==> src/rtl/naive_mips_bus_pkg.sv <==
// Shared bus definitions: arbiter states, requester IDs and the latched
// downstream request.
package naive_mips_bus_pkg;

  typedef enum logic [2:0] {
    IDLE   = 3'd0,
    GNT_I  = 3'd1,
    GNT_D  = 3'd2,
    DONE_I = 3'd3,
    DONE_D = 3'd4
  } arb_state_t;

  // Requester IDs, also used as the last-served encoding
  localparam logic REQ_IBUS = 1'b0;
  localparam logic REQ_DBUS = 1'b1;

  // Request captured at grant time and replayed on the downstream port
  typedef struct packed {
    logic [31:0] addr;
    logic [3:0]  be;
    logic [31:0] wdata;
    logic        wr;
  } mem_req_t;

  localparam logic [31:0] RD_ERR_DATA = 32'hFFFF_FFFF;

endpackage

==> src/rtl/mem_arbiter.sv <==
// Two-requester (ibus/dbus) round-robin arbiter onto one shared memory port,
// with registered read data, per-transaction wait timeout and sticky error.
module mem_arbiter
  import naive_mips_bus_pkg::*;
#(
  parameter int unsigned TIMEOUT = 255
) (
  input  logic        clk,
  input  logic        rst_n,
  input  logic [31:0] ibus_address,
  input  logic [3:0]  ibus_byteenable,
  input  logic        ibus_read,
  input  logic        ibus_write,
  input  logic [31:0] ibus_wrdata,
  output logic [31:0] ibus_rddata,
  output logic        ibus_stall,
  input  logic [31:0] dbus_address,
  input  logic [3:0]  dbus_byteenable,
  input  logic        dbus_read,
  input  logic        dbus_write,
  input  logic [31:0] dbus_wrdata,
  output logic [31:0] dbus_rddata,
  output logic        dbus_stall,
  output logic [31:0] mem_address,
  output logic [3:0]  mem_byteenable,
  output logic        mem_read,
  output logic        mem_write,
  output logic [31:0] mem_wrdata,
  input  logic [31:0] mem_rddata,
  input  logic        mem_waitrequest,
  output logic        bus_error,
  input  logic        bus_error_clr
);

  localparam logic [31:0] TIMEOUT_W = 32'(TIMEOUT);

  arb_state_t  state_q, state_d;
  mem_req_t    req_q, req_d;
  logic        last_q, last_d;
  logic [31:0] cnt_q, cnt_d;
  logic [31:0] irdata_q, irdata_d;
  logic [31:0] drdata_q, drdata_d;
  logic        err_q, err_d;

  logic i_act, d_act, in_gnt, timeout_hit, pick_d;

  assign i_act  = ibus_read | ibus_write;
  assign d_act  = dbus_read | dbus_write;
  assign in_gnt = (state_q == GNT_I) || (state_q == GNT_D);

  // Timeout fires on the wait cycle that brings the count up to TIMEOUT
  assign timeout_hit = in_gnt && mem_waitrequest && (TIMEOUT != 0) &&
                       ((cnt_q + 32'd1) == TIMEOUT_W);

  // Tie goes to whoever was not served last; otherwise the lone requester
  assign pick_d = (i_act && d_act) ? (last_q == REQ_IBUS) : d_act;

  // Next-state, capture and error logic
  always_comb begin
    state_d  = state_q;
    req_d    = req_q;
    last_d   = last_q;
    cnt_d    = cnt_q;
    irdata_d = irdata_q;
    drdata_d = drdata_q;
    err_d    = err_q;

    case (state_q)
      GNT_I, GNT_D: begin
        if (mem_waitrequest) cnt_d = cnt_q + 32'd1;
        if (!mem_waitrequest || timeout_hit) begin
          if (state_q == GNT_I) begin
            if (!req_q.wr) irdata_d = timeout_hit ? RD_ERR_DATA : mem_rddata;
            state_d = DONE_I;
            last_d  = REQ_IBUS;
          end else begin
            if (!req_q.wr) drdata_d = timeout_hit ? RD_ERR_DATA : mem_rddata;
            state_d = DONE_D;
            last_d  = REQ_DBUS;
          end
        end
      end
      default: begin
        // IDLE and DONE_x arbitrate identically, allowing back-to-back grants
        if (i_act || d_act) begin
          cnt_d = '0;
          if (pick_d) begin
            state_d = GNT_D;
            req_d   = '{addr: dbus_address, be: dbus_byteenable,
                        wdata: dbus_wrdata, wr: dbus_write};
          end else begin
            state_d = GNT_I;
            req_d   = '{addr: ibus_address, be: ibus_byteenable,
                        wdata: ibus_wrdata, wr: ibus_write};
          end
        end else begin
          state_d = IDLE;
        end
      end
    endcase

    if (timeout_hit)        err_d = 1'b1;
    else if (bus_error_clr) err_d = 1'b0;
  end

  // State and datapath registers
  always_ff @(posedge clk or negedge rst_n) begin
    if (!rst_n) begin
      state_q  <= IDLE;
      req_q    <= '0;
      last_q   <= REQ_IBUS;
      cnt_q    <= '0;
      irdata_q <= '0;
      drdata_q <= '0;
      err_q    <= 1'b0;
    end else begin
      state_q  <= state_d;
      req_q    <= req_d;
      last_q   <= last_d;
      cnt_q    <= cnt_d;
      irdata_q <= irdata_d;
      drdata_q <= drdata_d;
      err_q    <= err_d;
    end
  end

  // Downstream port only carries the latched request while granted
  assign mem_address    = in_gnt ? req_q.addr  : '0;
  assign mem_byteenable = in_gnt ? req_q.be    : '0;
  assign mem_wrdata     = in_gnt ? req_q.wdata : '0;
  assign mem_read       = in_gnt & ~req_q.wr;
  assign mem_write      = in_gnt &  req_q.wr;

  assign ibus_stall  = i_act && (state_q != DONE_I);
  assign dbus_stall  = d_act && (state_q != DONE_D);
  assign ibus_rddata = irdata_q;
  assign dbus_rddata = drdata_q;
  assign bus_error   = err_q;

endmodule

==> config.mk <==
export PLATFORM = sky130hd
export DESIGN_NAME = mem_arbiter
export DESIGN_NICKNAME = d
export VERILOG_FILES = /design/src/rtl/naive_mips_bus_pkg.sv /design/src/rtl/mem_arbiter.sv
export SDC_FILE = /design/constraint.sdc
export NUM_CORES = 1
export LEC_CHECK = 0
export ABC_AREA = 1
export BUFFER_PORTS_ARGS = -buffer_cell sky130_fd_sc_hd__clkbuf_2
export CAP_MARGIN = 20
export CORE_ASPECT_RATIO = 0.7
export CORE_MARGIN = 3
export CORE_UTILIZATION = 30
export CTS_CLUSTER_DIAMETER = 150
export DETAILED_ROUTE_END_ITERATION = 8
export GPL_TIMING_DRIVEN = 0
export MAX_ROUTING_LAYER = met4
export PLACE_DENSITY = 0.59
export SLEW_MARGIN = 0
export SYNTH_ARGS = -nofsm -noshare
export SYNTH_HDL_FRONTEND = slang
export SYNTH_SLANG_ARGS = --single-unit
==> constraint.sdc <==
create_clock -name clk -period 3.1 [get_ports clk]
set_input_delay 0.465 -clock clk [delete_from_list [all_inputs] [get_ports clk]]
set_output_delay 0.465 -clock clk [all_outputs]
set_load 0.05 [all_outputs]
* Word-level counts from Yosys, hierarchy flattened
Cells that the tools add are included.
Cells by class: mux-type cells 17, reductions and logical operators 17, $add $sub $neg 1, bitwise operators 8, equal/unequal tests 7
Operators with widths (number):
- 32-bit 2-to-1 mux | 6
- 69-bit 2-to-1 mux | 1
- 32-bit by 1-bit adder with 32-bit output (second input constant) | 1
- 32-bit by 8-bit equality test with 1-bit output (second input constant) | 1
- 3-bit 2-to-1 mux | 4
- 4-bit AND reduction | 2
- 2-bit AND reduction | 3
- 1-bit logical AND | 5
- 1-bit 2-to-1 mux | 4
- 4-bit 2-to-1 mux | 1
- 2-bit != test (second input constant) | 2
- 1-bit NOT | 4
- 2-bit nonzero test | 2
- 3-bit by 1-bit equality test with 1-bit output (second input constant) | 1
- 3-bit by 2-bit equality test with 1-bit output (second input constant) | 1
- 1-bit logical OR | 3
- 3-bit by 2-bit != test with 1-bit output (second input constant) | 1
- 3-bit != test (second input constant) | 1
- 1-bit bitwise AND | 2
- 2-bit 2-to-1 mux | 1
- 1-bit OR | 2
- 2-bit OR reduction | 1
- 1-bit zero test | 1
Word-level totals: register bits 170, logic and storage cells 60, input bits 176, output and inout bits 137

* Logic depth before layout (Yosys ltp)
Gate-level depths: netlist (run 1).
depth in word-level cells 7, depth in mapped cells 17

* Least setup slack after synthesis (run 1)
No wires, ideal clock.
kind reg-to-reg, from register cnt_q[1], to register drdata_q[10] (netlist: dbus_rddata[10]), library setup time 119 ps, stages on the path, launching flop included 18, clock period less this slack 2198 ps, arrival 2079 ps, setup slack 902 ps, cells stage by stage dfrtp_1 > ha_1 > nand2_2 > nor2_4 > nand2_2 > nor2_2 > nand2_1 > nand2_1 > nand2_1 > nor2_1 > nand2_1 > nor2_2 > nand3_4 > nand2_4 > nand2_2 > buf_2 > nand2_1 > nand2_1
Between the ends: longest elaborated chain between the ends 5, elaborated cells between the ends (all ways) 6, those cells by class 1 x add/sub; 1 x eq/ne; 1 x mux; 3 x reduce/logical
Ends and longest elaborated chain:
- from (decl) | line mem_arbiter.sv:40 | logic [31:0] cnt_q, cnt_d;
- from (signal assigned) | line mem_arbiter.sv:120 | cnt_q <= cnt_d;
- 32-bit by 1-bit adder with 32-bit output (*) | line mem_arbiter.sv:53 | ((cnt_q + 32'd1) == TIMEOUT_W);
- 32-bit by 8-bit equality test with 1-bit output (*) | line mem_arbiter.sv:53
- 1-bit logical AND (*) | line mem_arbiter.sv:52 | assign timeout_hit = in_gnt && mem_waitrequest && (TIMEOUT != 0) &&
- 1-bit logical OR | line mem_arbiter.sv:71 | if (!mem_waitrequest || timeout_hit) begin
- 4-bit AND reduction (no source line)
- to (signal assigned) | line mem_arbiter.sv:122 | drdata_q <= drdata_d;
- to (decl) | line mem_arbiter.sv:42 | logic [31:0] drdata_q, drdata_d;
Mark *: on every way between the ends. The rest lies on a longest branch, timed or not. A chain may end at the register's enable or synchronous reset.

* Final worst setup path (run 1)
from register state_q[2], to register irdata_q[7] (netlist: ibus_rddata[7])
Between the ends: longest elaborated chain between the ends 6, elaborated cells between the ends (all ways) 9, those cells by class 2 x eq/ne; 1 x mux; 6 x reduce/logical
Ends and longest elaborated chain:
- from (decl) | line mem_arbiter.sv:37 | arb_state_t state_q, state_d;
- from (signal assigned) | line mem_arbiter.sv:117 | state_q <= state_d;
- 3-bit by 1-bit equality test with 1-bit output or 3-bit by 2-bit equality test with 1-bit output (tied branches) | line mem_arbiter.sv:49, mem_arbiter.sv:68, mem_arbiter.sv:72
- 1-bit logical OR | line mem_arbiter.sv:49 | assign in_gnt = (state_q == GNT_I) || (state_q == GNT_D);
- 1-bit logical AND (2 in a row) | line mem_arbiter.sv:52
- 1-bit logical OR | line mem_arbiter.sv:71
- 4-bit AND reduction (no source line)
- to (signal assigned) | line mem_arbiter.sv:121 | irdata_q <= irdata_d;
- to (decl) | line mem_arbiter.sv:41 | logic [31:0] irdata_q, irdata_d;
Parallel ways exist; a longest one is shown, timed or not.

==> results.yml, run 1 <==
placed_design:
  io_buffers: 312
  routabilityCongestion: 0.914
  place_area_sq_mm: 0.0108
  dp_hpwl_um: 23200
sta:
  final.setup_skew_ns: 0.00946
  tightest_slew_ns: 0.863
  relSlewSlack: 0.421
  rsz0062_at_grt: "false"
  timing.final.crit_period_ns: 2.85
  hold-worst-slack_ns: 0.0977
  finalHoldViolCount: 0
  setup-violations-final: 0
  period_share: 0.920
  final_max_slew_viol_count: 0
  max_freq_mhz: 351
worst_setup_path:
  worstSetupStartpointType: "flip-flop"
  worstPathMaxFanout: 10
  crit_chain: "inv_1, nand3_1, nand2_2, inv_2, nor2_4, nand2_1, nor2_1, nand3_1, nor2_1, nand3_4, nand2_4, nand2_2, clkbuf_4, nand2_1, nand2_1"
  cp-end-kind: "flip-flop"
  path_class: "reg -> reg"
  cp.arrival_ns: 3.16
  cp_top_family: "simple AND/OR/NAND/NOR gates"
  cp.buffers_inverters: 3
  reg2reg_to: "ibus_rddata[7]"
  crit_path_top_delay_cell: "dfrtp_1"
  slowest_delay_ns: 0.39
  cp.required_ns: 3.41
  reg2reg_depth: 15
  timing.rr.start: "state_q[2]"
  crit_top_cell: "nand2_1"
  rrSetupSlack_ns: 0.25
clock_tree:
  root_buffer: "clkbuf_16"
  hold_buffers: 0
  cts_max_level: 4
  clk_latency_ns: 0.43
  cts_sinks: 170
  cts_tree: "done"
  cts_buffer_depth: 2
  path_clk_slew_ns: 0.07
  cts_buffers: 17
logic_synthesis:
  syn_area_sq_mm: 0.00870
  syn_avg_cell_area_sq_um: 7.33
  synth-seq-cells: 170
  yosys_warnings: 0
  ys.flop_type: "dfrtp_1"
  synth_cells: 1187
  synth-edff-count: 0
  seq_area_frac_synth: 0.489
  synth_cell_type_count: 26
  ys_async_sr_fraction: 1.00
  syn_nets: 1365
routing:
  drt_wl_total_um: 30500
  dr.max_layer_used: "met4"
  postRouteAntennaNets: 0
  via_count: 8932
  met3WireLength_um: 2390
  met1_length_um: 14100
  wire_per_inst_um: 16.0
  drc: 0
  via_per_inst: 4.69
  drt_iter0_drc: 654
  dr.pass1.iters: 6
  met2_length_um: 13700
global_routing:
  grt_pass1_vias: 8869
  gr-total-overflow: 0
  grt_max_degree: 95
  grt_pass1_wl_um: 47900
  grt_antenna_before_repair: 3
  grtUsageTotal: 0.200
die:
  coreArea_sq_mm: 0.0282
  pin_count: 313
  dieArea_sq_mm: 0.0311
  start_util: 0.308
  core.rowCount: 51
  die-height_um: 148
  fp.dieW_um: 210
power_and_ir_drop:
  clkPwrFrac: 0.176
  ir_drop_v: 0.000914
  totalPowerFinal_mw: 14.1
  switching_share: 0.545
  p_int_mw: 6.41
  power_density_mw_per_mm2: 1230
  p_sw_mw: 7.66
  p_comb_frac: 0.575
  pwr-share-seq: 0.248
  leakagePower_nw: 6.12
status:
  outcome: "finished clean"
layout:
  layout-drive-gt1-share: 0.250
  areaGrowthSynthToFinish_pct: 31.9
  layout_common_cells: "314 x clkbuf_2, 299 x nand2_1, 194 x nor2_1"
  final_common_cell: "clkbuf_2"
  stdcell_area_sq_mm: 0.0115
  fin_nets: 1699
job:
  cap_violations: 0
min_path:
  worstHoldPathType: "in -> async"
## synthesized netlist by cell type (3+ instances only)
library cell  number  share of area
o21ai_0          102          0.059
buf_1              6         0.0026
nand2_1          300           0.13
nor2_1           194          0.084
o22ai_1           75          0.054
nand2_2            7         0.0050
nor2_4             6         0.0078
nor2_2             3         0.0022
clkbuf_1          44          0.019
inv_1            151          0.065
xor2_1             5         0.0050
buf_6              4         0.0052
nand3_1           95          0.055
dfrtp_1          170           0.49
buf_2              9         0.0052
## flip-flops by register name, indices dropped and copies added (netlist names)
signal       count
req_q           69
dbus_rddata     32
last_q           1
cnt_q           32
state_q          3
bus_error        1
ibus_rddata     32
## how the worst max path moves through the flow
stage / from / to / depth (start not counted)
2_1_floorplan: cnt_q[1] / dbus_rddata[10] / 17
3_3_place_gp: rst_n / req_q[56] / 1
3_5_place_dp: state_q[2] / ibus_rddata[23] / 15
4_1_cts: state_q[1] / mem_address[28] / 7
5_1_grt: state_q[2] / ibus_rddata[9] / 15
6_report: state_q[2] / ibus_rddata[7] / 15
## final cells by class
| cell class | count | area (sq um) |
|---|---|---|
| fillers | 2987 | 16700 |
| flip-flops and latches | 170 | 4260 |
| multi-input cells | 800 | 3600 |
| repair buffers | 315 | 1610 |
| inverters | 154 | 578 |
| well taps | 371 | 464 |
| clock buffers | 19 | 453 |
| plain buffers | 63 | 289 |
| clock inverters | 11 | 219 |
| diodes | 3 | 7.51 |
## layer usage
layer | vias up | GRT usage
met2 | 292 | 0.306
met4 | 0 | 0.0355
li1 | 4437 | -
met3 | 18 | 0.0576
met5 | - | -
met1 | 4185 | 0.268
## per-stage QoR
step	TNS, ns	setup WS [ns]	cells	util
floorplan	0	0.902	1187	-
global placement	-304.87	-1.82	1870	0.380
detailed placement	0	0.223	1871	0.382
CTS	0	0.166	1901	0.405
global route	0	0.00965	1906	0.407
finish	0	0.249	1906	0.407
## power groups by stage
| stage | clock network [mW] | registers [mW] | logic [mW] |
|---|---|---|---|
| 2_1_floorplan | 0 | 4.72 | 4.63 |
| 6_report | 2.48 | 3.49 | 8.09 |
| 3_3_place_gp | 0 | 3.51 | 8.05 |
| 5_1_grt | 2.63 | 3.59 | 8.75 |
| 4_1_cts | 2.55 | 3.50 | 8.14 |
| 3_5_place_dp | 0 | 3.53 | 8.13 |
## cells by family after synthesis
kind of cell	after synthesis	share of synthesized area
adder cells (fa/ha/maj)	2	0.00288
buffers and inverters	217	0.0984
AO/OA/AOI/OAI	183	0.117
AND/OR/NAND/NOR	610	0.288
flip-flops	170	0.489
XOR/XNOR	5	0.00503
## what timing repair did
item                                    in CTS  in global routing
buffers inserted                             0                  2
endpoints found under the setup margin       1                 55
pin swaps                                    0                  2
gates resized for setup                      1                 12
Power figures use the tool's default switching activity.
==> run 2: changes to the inputs <==
--- a/config.mk
+++ b/config.mk
@@ -17,5 +17,5 @@
 export MAX_ROUTING_LAYER = met4
 export PLACE_DENSITY = 0.59
-export SLEW_MARGIN = 0
+export SLEW_MARGIN = 30
 export SYNTH_ARGS = -nofsm -noshare
 export SYNTH_HDL_FRONTEND = slang
==> constraint.sdc (replaced) <==
create_clock -name clk -period 3.1 [get_ports clk]
set_input_delay 0.155 -clock clk [delete_from_list [all_inputs] [get_ports clk]]
set_output_delay 0.155 -clock clk [all_outputs]
set_load 0.05 [all_outputs]
==> results.yml, run 2 (synthesis results as in run 1) <==
sta:
  hold-worst-slack_ns: 0.00904
  rsz0062_at_grt: "true"
  setup-violations-final: 0
  period_share: 0.910
  max_freq_mhz: 355
  final.setup_skew_ns: 0.0128
  timing.final.crit_period_ns: 2.82
  relSlewSlack: 0.358
  tightest_slew_ns: 0.956
  finalHoldViolCount: 0
  final_max_slew_viol_count: 0
worst_setup_path:
  reg2reg_to: "ibus_rddata[23]"
  cp.buffers_inverters: 2
  worstSetupStartpointType: "flip-flop"
  critPathLaunch: "cnt_q[1]"
  cp.depth: 15
  crit_top_cell: "nand2_2"
  reg2reg_depth: 15
  crit_chain: "ha_1, nand2_2, nor2_4, nand2_2, nor2_4, buf_4, xor2_1, nand3_1, nor2_1, nand3_4, nand2_4, nand2_2, clkbuf_4, nand2_1, nand2_1"
  timing.rr.start: "cnt_q[1]"
  cp_top_family: "simple AND/OR/NAND/NOR gates"
  rrSetupSlack_ns: 0.28
  crit_path_top_delay_cell: "dfrtp_2"
  cp.required_ns: 3.41
  slowest_delay_ns: 0.40
  cp.arrival_ns: 3.13
  worstPathMaxFanout: 10
  path_class: "reg -> reg"
  endpoint: "ibus_rddata[23]"
  cp-end-kind: "flip-flop"
routing:
  drt_wl_total_um: 31000
  wire_per_inst_um: 15.8
  postRouteAntennaNets: 0
  via_count: 9166
  dr.pass1.iters: 5
  drc: 0
  drt_iter0_drc: 644
  via_per_inst: 4.66
clock_tree:
  cts_sinks: 170
  root_buffer: "clkbuf_16"
  cts_buffer_depth: 2
  path_clk_slew_ns: 0.06
  cts_tree: "done"
  cts_buffers: 17
  clk_latency_ns: 0.43
  cts_max_level: 4
die:
  coreArea_sq_mm: 0.0282
  die-height_um: 148
  core.rowCount: 51
  pin_count: 313
  start_util: 0.308
  fp.dieW_um: 210
  dieArea_sq_mm: 0.0311
layout:
  areaGrowthSynthToFinish_pct: 38.7
  final_common_cell: "clkbuf_2"
  fin_nets: 1762
  multiInputGateArea_sq_mm: 0.00360
  largest-register: "req_q"
  largest_reg_flops: 69
  layout-drive-gt1-share: 0.242
  seqCellArea_sq_mm: 0.00426
  layout_common_cells: "313 x clkbuf_2, 299 x nand2_1, 194 x nor2_1"
  fillers: 2932
  diodes: 0
job:
  cap_violations: 0
global_routing:
  gr-total-overflow: 0
  grt_pass1_wl_um: 48800
  grt_antenna_before_repair: 0
  grtUsageTotal: 0.203
  grt_pass1_vias: 9092
  grt_max_degree: 76
min_path:
  min_path_cells: 3
  worstHoldPathType: "in -> reg"
power_and_ir_drop:
  totalPowerFinal_mw: 14.1
  leakagePower_nw: 6.37
  power_density_mw_per_mm2: 1170
  ir_drop_v: 0.00101
status:
  outcome: "finished clean"
placed_design:
  routabilityCongestion: 0.914
  io_buffers: 312
  dp_hpwl_um: 23300
==> run 2: cell count changes in the layout (fill, tap and decap cells not counted) <==
cell           delta
dlygate4sd3_1    +59
diode_2           -3
buf_2             +2
bufinv_16         -2
buf_1             +1
buf_16            +1
buf_4             +1
clkbuf_2          -1
clkbuf_8          +1
clkinv_4          +1
==> run 2: worst min path at each step <==
stage / start / endpoint / slack [ns]
global route: ibus_wrdata[14] / req_q[15] / 0.006
global placement: bus_error_clr / bus_error / 0.35
floorplan: rst_n / bus_error / -0.14
detailed placement: rst_n / dbus_rddata[24] / 0.08
CTS: dbus_wrdata[2] / req_q[3] / 0.00000008
finish: ibus_address[21] / req_q[58] / 0.009
==> run 2: tightest hold or removal path, delay by kind of cell <==
family | cells | cell delay (ns)
AOI/OAI and AO/OA | 1 | 0.11
buffers and inverters | 1 | 0.08
and+or+nand+nor | 1 | 0.04
==> run 2: where the power goes <==
| part | switching [mW] | leakage (nW) | total [mW] | internal [mW] |
|---|---|---|---|---|
| clock | 0.926 | 0.308 | 2.34 | 1.41 |
| sequential | 0.380 | 2.14 | 3.50 | 3.12 |
| combinational | 6.39 | 3.93 | 8.29 | 1.90 |
| total | 7.70 | 6.37 | 14.1 | 6.43 |
==> run 2: cell type report <==
cell class / instances / area share
sequential: 170 / 0.353
multi-input combinational: 800 / 0.298
timing repair buffer: 378 / 0.187
inverter: 154 / 0.0479
clock buffer: 20 / 0.0387
tap: 371 / 0.0385
buffer: 63 / 0.0234
clock inverter: 10 / 0.0139
==> run 2: layer usage <==
metal  routed length, um  track usage  part of all wire  up-vias
li1                    -            -                 -     4551
met1               14300        0.273              0.46     4262
met2               14000        0.316              0.45      328
met3                2320       0.0495             0.075       25
met4                 348       0.0398             0.011        0
met5                   0            -                 0        -
==> run 2: metrics by stage <==
step	std cells	setup WS, ns	TNS, ns	utilization	cell area [sq um]
3_5_place_dp	1872	0.256	0	0.383	10800
3_3_place_gp	1870	-1.51	-252.17	0.380	10700
4_1_cts	1961	0.229	0	0.426	12000
5_1_grt	1966	-0.00643	-0.0170	0.428	12100
2_1_floorplan	1187	0.902	0	-	8700
6_report	1966	0.279	0	0.428	12100
==> run 2: timing repair <==
item	CTS	global route
buffers inserted	0	5
endpoints found under the hold margin	102	0
hold buffers	59	0
gates resized for setup	0	9
setup endpoints to repair	0	51
==> run 3: changes to the inputs <==
ABC_AREA = unset   (was 1)
PLACE_DENSITY = 0.6   (was 0.59)
clock period = 2.48 ns   (was 3.1 ns; I/O delays follow)
==> results.yml, run 3 <==
die:
  coreArea_sq_mm: 0.0325
  core.rowCount: 55
  die-height_um: 158
  dieArea_sq_mm: 0.0353
  start_util: 0.306
  pin_count: 313
  fp.dieW_um: 223
logic_synthesis:
  synth_top_family_by_area: "simple AND/OR/NAND/NOR gates"
  synth_cells: 1156
  synth-seq-cells: 170
  ys.flop_type: "dfrtp_1"
  syn_area_sq_mm: 0.00993
  yosysTopAreaCell: "dfrtp_1"
  ys_async_sr_fraction: 1.00
  synth_area_leaders: "dfrtp_1 43%, mux2i_1 7.4%, o21ai_0 6.1%, nor3_1 4.9%, and3_1 4.7%"
  synthTopCellsByCount: "170 x dfrtp_1, 122 x o21ai_0, 105 x nor2_1, 101 x nand2_1, 98 x nor3_1"
  synthMuxAreaShare: 0.0747
  synth_fa_ha_area_frac: 0.00252
  yosysMostFrequentCell: "dfrtp_1"
  synth_top_area_frac: 0.428
  syn_avg_cell_area_sq_um: 8.59
  yosys_warnings: 0
  yosys.area_share.xor_xnor: 0.00882
  synth_compound_area_frac: 0.128
  syn_nets: 1334
  synth-simple-area-share: 0.307
  seq_area_frac_synth: 0.428
  synth_cell_type_count: 57
  synth-edff-count: 0
global_routing:
  gr-total-overflow: 0
  grt_pass1_wl_um: 59300
  grt_pass1_vias: 10400
  grt_antenna_before_repair: 0
  grt_max_degree: 69
  grtUsageTotal: 0.222
sta:
  max_freq_mhz: 364
  final.setup_skew_ns: 0.0127
  finalHoldViolCount: 0
  timing.final.crit_period_ns: 2.75
  setup-violations-final: 68
  fin_ws_ns: -0.270
  rsz0062_at_grt: "true"
  hold-worst-slack_ns: 0.00899
  relSlewSlack: 0.475
  tightest_slew_ns: 0.787
  final_max_slew_viol_count: 0
  period_share: 1.11
clock_tree:
  path_clk_slew_ns: 0.08
  cts_buffer_depth: 2
  cts_tree: "done"
  cts_max_level: 4
  cts_buffers: 17
  clk_latency_ns: 0.44
  root_buffer: "clkbuf_16"
  cts_sinks: 170
layout:
  diodes: 0
  fin_nets: 1813
  layout_common_cells: "320 x clkbuf_2, 156 x dfrtp_1, 121 x o21ai_0"
  multiInputGateArea_sq_mm: 0.00577
  fillers: 3101
  areaGrowthSynthToFinish_pct: 51.1
  seqCellArea_sq_mm: 0.00427
  largest_reg_flops: 69
  largest-register: "req_q"
  fin_util: 0.462
  layout-drive-gt1-share: 0.368
  final_common_cell: "clkbuf_2"
worst_setup_path:
  cp.arrival_ns: 3.06
  crit_chain: "nand4_1, buf_4, or4_4, o21ai_2, nand4_1, nor4_4, buf_6, buf_4, a21oi_2, or3_4"
  crit_path_top_delay_cell: "or4_4"
  critPathLaunch: "cnt_q[14]"
  cp.buffers_inverters: 3
  cp-end-kind: "flip-flop"
  path_class: "reg -> reg"
  slowest_delay_ns: 0.56
  cp.required_ns: 2.79
  timing.rr.start: "cnt_q[14]"
  worstPathMaxFanout: 7
  worstSetupStartpointType: "flip-flop"
  rrSetupSlack_ns: -0.27
  cp_top_family: "simple AND/OR/NAND/NOR gates"
min_path:
  worstHoldPathType: "in -> reg"
  hold_start: "ibus_wrdata[30]"
power_and_ir_drop:
  p_int_mw: 8.82
  pwr-share-seq: 0.234
  p_sw_mw: 11.2
  leakagePower_nw: 7.14
  totalPowerFinal_mw: 20.0
  ir_drop_v: 0.00105
  switching_share: 0.559
  clkPwrFrac: 0.138
  power_density_mw_per_mm2: 1330
  p_comb_frac: 0.629
placed_design:
  io_buffers: 311
  dp_hpwl_um: 27300
  routabilityCongestion: 0.914
routing:
  via_count: 10700
  via_per_inst: 5.16
  drc: 0
  drt_wl_total_um: 39400
  wire_per_inst_um: 19.0
  drt_iter0_drc: 934
  postRouteAntennaNets: 0
  dr.pass1.iters: 7
job:
  cap_violations: 0
status:
  outcome: "complete, but fails checks"
  violations: "setup timing"
==> run 3: cell count changes in the layout (fill, tap and decap cells not counted), moves of 72 or more <==
cell     before  now
nor3_1        0   77
nand2_1     299   99
nor2_1      194  103
inv_1       151    6
and3_1        0   72
nand3_1      95   13
o22ai_1      75    1
==> run 3: routing by layer <==
metal / GRT usage / wire (um)
met5: - / 0
met4: 0.0676 / 1000
met3: 0.0408 / 2540
met2: 0.352 / 18800
met1: 0.292 / 17100
==> run 3: cell type report <==
cell class                 count  share of cell area
multi-input combinational    873               0.384
sequential                   170               0.285
timing repair buffer         473               0.217
buffer                        93              0.0378
tap                          427              0.0356
clock buffer                  22              0.0309
clock inverter                 9             0.00776
inverter                       7             0.00200
==> run 3: worst reg2reg max path, cell delays in order (launching register included) <==
cell and delay, ns:
dfrtp_1 0.38, nand4_1 0.17, buf_4 0.20, or4_4 0.56, o21ai_2 0.14, nand4_1 0.15, nor4_4 0.32, buf_6 0.18
buf_4 0.12, a21oi_2 0.04, or3_4 0.35
==> run 3: final timing paths <==
| kind | end | cells past startpoint |
|---|---|---|
| worst min register to register | req_q[5] | 2 |
| min in group asynchronous | ibus_rddata[27] | 2 |
| max in group asynchronous | cnt_q[0] | 4 |
| worst max-delay path | last_q | 10 |
| worst max register to register | last_q | 10 |
| worst min-delay path | req_q[31] | 3 |
==> run 3: cell families after synthesis <==
group,Yosys count
AO/OA/AOI/OAI,231
XOR/XNOR,10
adder cells (fa/ha/maj),2
buffers and inverters,113
flip-flops,170
multiplexers,74
AND/OR/NAND/NOR,556
==> run 3: what timing repair did <==
item,in CTS,in global routing
hold buffers,102,0
pin swaps,25,34
hold endpoints to repair,97,0
cloned,8,1
gates resized for setup,139,97
setup buffers,40,16
endpoints found under the setup margin,239,171
==> run 3: through the flow <==
step                setup TNS [ns]  instance area [sq um]  std cells  worst slack [ns]
global placement           -468.38                  12100       1894             -2.18
detailed placement          -68.16                  12100       1896            -0.788
global route                -20.28                  15000       2074            -0.385
floorplan                        0                   9960       1156         0.0000129
CTS                         -10.78                  14700       2070            -0.245
finish                      -12.86                  15000       2074            -0.270
==> run 3: power groups by stage <==
stage	Sequential (mW)	Clock, mW	Combinational, mW
floorplan	6.02	0	7.10
detailed placement	4.64	0	12.0
finish	4.68	2.75	12.6
global route	4.82	2.91	13.4
global placement	4.58	0	11.9
CTS	4.65	2.80	12.4
